## src/rtl/fetch_ctrl.sv

```systemverilog
// Instruction fetch controller: issues one instruction-memory request at a
// time, hands the returned word to decode with a valid/ready handshake, and
// follows control-flow redirects from next-PC logic. A redirect arriving while
// a request is outstanding moves to DRAIN, which completes the stale request
// and throws its data away before fetching from the new target.
module fetch_ctrl #(
  parameter logic [31:0] RESET_PC = 32'h0000_0000
) (
  input  logic        clk,
  input  logic        rst_n,
  input  logic        redirect,
  input  logic [31:0] redirect_pc,
  output logic        imem_req,
  output logic [31:0] imem_addr,
  input  logic        imem_ack,
  input  logic [31:0] imem_rdata,
  output logic        if_valid,
  input  logic        if_ready,
  output logic [31:0] if_pc,
  output logic [31:0] if_inst,
  output logic [31:0] fetch_cnt
);

  typedef enum logic [1:0] {
    IDLE  = 2'd0,
    FETCH = 2'd1,
    OUT   = 2'd2,
    DRAIN = 2'd3
  } state_t;

  localparam logic [31:0] NOP_INST = 32'h0000_0013;

  state_t      state_q, state_d;
  logic [31:0] pc_q, pc_d;
  logic [31:0] req_addr_q, req_addr_d;
  logic [31:0] if_pc_q, if_pc_d;
  logic [31:0] if_inst_q, if_inst_d;
  logic [31:0] fetch_cnt_q, fetch_cnt_d;
  logic        imem_req_q, imem_req_d;
  logic [31:0] imem_addr_q, imem_addr_d;
  logic        if_valid_q, if_valid_d;
  logic [31:0] redirect_tgt;

  // Redirect targets are word aligned; the low two bits are dropped.
  assign redirect_tgt = {redirect_pc[31:2], 2'b00};

  // Next-state and datapath update; redirect is checked first in every state.
  always_comb begin
    state_d     = state_q;
    pc_d        = pc_q;
    req_addr_d  = req_addr_q;
    if_pc_d     = if_pc_q;
    if_inst_d   = if_inst_q;
    fetch_cnt_d = fetch_cnt_q;

    case (state_q)
      IDLE: begin
        state_d = FETCH;
        if (redirect) begin
          pc_d = redirect_tgt;
        end
      end

      FETCH: begin
        if (redirect) begin
          pc_d = redirect_tgt;
          if (!imem_ack) begin
            // The request on the bus is still live: remember its address so
            // DRAIN can keep it stable until the memory answers.
            req_addr_d = pc_q;
            state_d    = DRAIN;
          end
          // Ack in the same cycle: the word belongs to the old path, drop it
          // and start fetching the target right away.
        end else if (imem_ack) begin
          if_inst_d = imem_rdata;
          if_pc_d   = pc_q;
          pc_d      = pc_q + 32'd4;
          state_d   = OUT;
        end else begin
          req_addr_d = pc_q;
        end
      end

      OUT: begin
        if (redirect) begin
          // Squash the held instruction; it is never counted.
          pc_d    = redirect_tgt;
          state_d = FETCH;
        end else if (if_ready) begin
          fetch_cnt_d = fetch_cnt_q + 32'd1;
          state_d     = FETCH;
        end
      end

      DRAIN: begin
        if (redirect) begin
          pc_d = redirect_tgt;
        end
        if (imem_ack) begin
          state_d = FETCH;
        end
      end

      default: begin
        state_d = IDLE;
      end
    endcase
  end

  // Output values for the next cycle, derived from the next state so that
  // every port is driven straight from a flop.
  always_comb begin
    imem_req_d  = (state_d == FETCH) || (state_d == DRAIN);
    imem_addr_d = (state_d == DRAIN) ? req_addr_d : pc_d;
    if_valid_d  = (state_d == OUT);
  end

  // State, datapath and registered outputs with synchronous active-low reset.
  always_ff @(posedge clk) begin
    if (!rst_n) begin
      state_q     <= IDLE;
      pc_q        <= RESET_PC;
      req_addr_q  <= RESET_PC;
      if_pc_q     <= 32'h0000_0000;
      if_inst_q   <= NOP_INST;
      fetch_cnt_q <= 32'h0000_0000;
      imem_req_q  <= 1'b0;
      imem_addr_q <= RESET_PC;
      if_valid_q  <= 1'b0;
    end else begin
      state_q     <= state_d;
      pc_q        <= pc_d;
      req_addr_q  <= req_addr_d;
      if_pc_q     <= if_pc_d;
      if_inst_q   <= if_inst_d;
      fetch_cnt_q <= fetch_cnt_d;
      imem_req_q  <= imem_req_d;
      imem_addr_q <= imem_addr_d;
      if_valid_q  <= if_valid_d;
    end
  end

  assign imem_req  = imem_req_q;
  assign imem_addr = imem_addr_q;
  assign if_valid  = if_valid_q;
  assign if_pc     = if_pc_q;
  assign if_inst   = if_inst_q;
  assign fetch_cnt = fetch_cnt_q;

endmodule

```

## config.mk

```make
export PLATFORM = sky130hd
export DESIGN_NAME = fetch_ctrl
export DESIGN_NICKNAME = d
export VERILOG_FILES = /design/src/rtl/fetch_ctrl.sv
export SDC_FILE = /design/constraint.sdc
export NUM_CORES = 1
export LEC_CHECK = 0
export BUFFER_PORTS_ARGS = -buffer_cell sky130_fd_sc_hd__buf_2
export CORE_UTILIZATION = 50
export CTS_CLUSTER_DIAMETER = 200
export CTS_CLUSTER_SIZE = 30
export DETAILED_ROUTE_END_ITERATION = 12
export GPL_TIMING_DRIVEN = 0
export PLACE_DENSITY = 0.75
export SETUP_SLACK_MARGIN = 0.1
export SLEW_MARGIN = 5
export SYNTH_ARGS = -nofsm -noshare
export SYNTH_HDL_FRONTEND = slang
export SYNTH_SLANG_ARGS = --single-unit
```

## constraint.sdc

```tcl
create_clock -name clk -period 6.24 [get_ports clk]
set_input_delay 1.248 -clock clk [delete_from_list [all_inputs] [get_ports clk]]
set_output_delay 1.248 -clock clk [all_outputs]
set_load 0.1 [all_outputs]
```

==> impl_metrics.csv <==
group,metric,value,unit
floorplan,fp.dieW,128.7,um
route,firstDrtPassIters,7,
clocking,cts_tree,"yes",
logic_synthesis,yosysWarnings,0,
min_path,hp-start,"if_pc[20]$_SDFFE_PN0P_",
clocking,postCtsHoldBufs,0,
logic_synthesis,syn_inst,955,
clocking,cts.path.max_buffers,2,
critical_path,timing_worst_setup_path_type,"in2reg",
route,drc,0,
critical_path,reg2reg_to,"imem_addr[20]$_SDFF_PN0_",
min_path,worstHoldEndpoint,"if_pc[20]$_SDFFE_PN0P_",
logic_synthesis,synth_edf_count,0,
min_path,min_path_type,"reg2reg",
sta,slew_violations,0,
grt,gr-total-overflow,0,
clocking,cts.clk_slew.worst_paths,0.07,ns
cells_and_area,finalNetCount,1241,
grt,grt_usage,28.94,%
sta,rsz0062_at_grt,"false",
critical_path,path_max_fanout,10,
clocking,post_cts_buffers,0,
sta,setup_viol_count_final,0,
power,ir_drop,201.1,uV
grt,first_global_vias,6849,
floorplan,fp.dieArea,0.01656,sq mm
sta,worstMarginPinSlew,1.074,ns
logic_synthesis,yosys_most_used_dff,"dfxtp_1",
clocking,ctsRootBufferMaster,"clkbuf_16",
route,ant_nets,0,
logic_synthesis,ys_ff_latch,196,
sta,hold_viol_final,0,
critical_path,arrival,3.52,ns
logic_synthesis,synthArstFlopShare,0,%
cells_and_area,drive_gt1_share,22.15,%
place,portBuffers,196,
route,drt-total-wl,23.64,mm
status,outcome,"finished clean",
clocking,htree_levels,4,
logic_synthesis,syn_area_per_cell,8.402,sq um
critical_path,worstPathRequired,6.56,ns
cells_and_area,final_common_cell,"nand2_1",
min_path,whs_path_depth,2,
grt,grt_max_degree,18,
cells_and_area,stdcell_area,0.009886,sq mm
logic_synthesis,syn_area,0.008024,sq mm
place,dp_hpwl,17.04,mm
floorplan,rows,45,
clocking,numCtsBuffers,17,
critical_path,start_kind,"input pin",
power,p_leak,4.084,nW
floorplan,ios,199,
floorplan,die_h,128.7,um
critical_path,r2r_setup_slack,3.57,ns
power,power.density,293.9,mW/mm^2
place,gp_congestion,0.9785,
run,maxCapViolations,0,
clocking,cts_resized,0,
sta,fin_crit_sh,51.26,%
grt,antenna_found_initial,1,
floorplan,start_util,52.01,%
clocking,clock_sinks,196,
logic_synthesis,syn-num-nets,1026,
floorplan,core-area,0.01543,sq mm
sta,finalCriticalPeriod,3.199,ns
critical_path,regToRegStartpoint,"state_q[0]$_SDFF_PN0_",
logic_synthesis,yosysUniqueCellTypes,67,
place,dpl_cell_area,0.009269,sq mm
logic_synthesis,ys_seq_area_share,48.90,%
route,vias,7676,
cells_and_area,syn2layout_area_growth,23.20,%
cells_and_area,final_cell_mix,"nand2_1 (213), buf_2 (205), dfxtp_1 (196), a21oi_1 (100), nor2_1 (78)",
sta,setup_slack,3.041,ns
sta,relSlewSlack,27.94,%
critical_path,endpoint_kind,"flip-flop",
route,routed_via_density,5.503,
sta,finClkSkew,0.008316,ns
sta,max_clock_freq,0.3126,GHz
route,drt_iter0_drc,837,
critical_path,rr_worst_depth,6,
grt,grt_pass1_wl,36.36,mm
route,detail_route.wl_per_cell,16.95,um
place,pre_cts_slack,2.656,ns
clocking,insertion_delay,0.44,ns
sta,finalSetupTns,0,ns
worst max-delay path: stages:
cell and delay [ns]:
buf_2 0.14, clkbuf_1 0.27, o21ai_1 0.91, clkbuf_1 0.63, nor2_1 0.08, o21a_1 0.24
final cells by class:
cell class	count	area, sq um
Multi-Input combinational cell	687	3811
Fill cell	1426	5542
Inverter	9	33.78
Clock buffer	18	439.2
Timing Repair Buffer	196	980.9
Sequential cell	196	3924
Tap cell	211	264.0
Antenna cell	1	2.502
Clock inverter	14	175.2
Buffer	63	255.2
flip-flops by register name (all words and copies together) (netlist names):
name        cells
fetch_cnt      32
if_inst        32
if_pc          32
imem_addr      32
pc_q           32
req_addr_q     32
state_q         2
if_valid        1
imem_req        1
power by group:
group          internal, mW  total [mW]  switching (mW)
Clock                 0.648        1.14           0.493
Combinational        0.0920       0.434           0.342
Sequential             1.30        1.33          0.0332
Total                  2.04        2.91           0.868
Yosys cell counts, drive strengths merged, types with 7 or more instances:
cell type	n	area, sq um
a21oi	100	500.5
a31oi	8	50.05
and2	10	62.56
and4	11	96.34
buf	15	75.07
clkbuf	48	180.2
dfxtp	196	3924
inv	8	30.03
mux2	9	101.4
mux2i	24	240.2
nand2	213	799.5
nand2b	7	43.79
nand3	26	135.1
nand4	16	121.4
nor2	78	292.8
nor3	18	100.1
nor4	18	133.9
o21ai	31	155.2
or3	10	62.56
xnor2	28	245.2
xor2	9	78.83
per-stage QoR:
stage / total power [mW] / hold slack, ns / util, % / cells
floorplan: 1.677 / 0.4352 / - / 955
detailed placement: 1.786 / 0.4430 / 60.08 / 1362
global route: 2.999 / 0.4680 / 64.06 / 1394
global placement: 1.783 / 0.4389 / 60.08 / 1362
CTS: 2.914 / 0.4523 / 64.06 / 1394
finish: 2.906 / 0.4494 / 64.08 / 1395
cells by family after synthesis:
logic type | share of synthesized area, %
adder cells (fa/ha/maj) | 0.3118
flip-flops | 48.90
AO/OA/AOI/OAI | 13.08
multiplexers | 4.257
XOR/XNOR | 4.039
buffers and inverters | 3.602
AND/OR/NAND/NOR | 25.81
metal layers:
layer  vias to the layer above  GRT usage, %  part of all wire [%]
met5                         -             0                     0
met1                      3535         39.88                    43
met3                        56         6.029                   9.1
li1                       3717             -                     -
met4                         0         13.98                   3.1
met2                       368         43.21                    45
worst max-delay path by stage:
stage,endpoint,cells past startpoint,from,slack (ns)
after CTS,if_inst[29]$_SDFFE_PN0P_,7,redirect,3.08
after global placement,imem_addr[22]$_SDFF_PN0_,6,rst_n,2.66
after global routing,if_pc[23]$_SDFFE_PN0P_,7,redirect,2.90
final,imem_addr[9]$_SDFF_PN0_,6,redirect,3.04
after floorplan,imem_addr[26]$_SDFF_PN0_,6,imem_ack,3.32
after detailed placement,if_inst[29]$_SDFFE_PN0P_,7,redirect,2.66
Power figures use the tool's default switching activity.
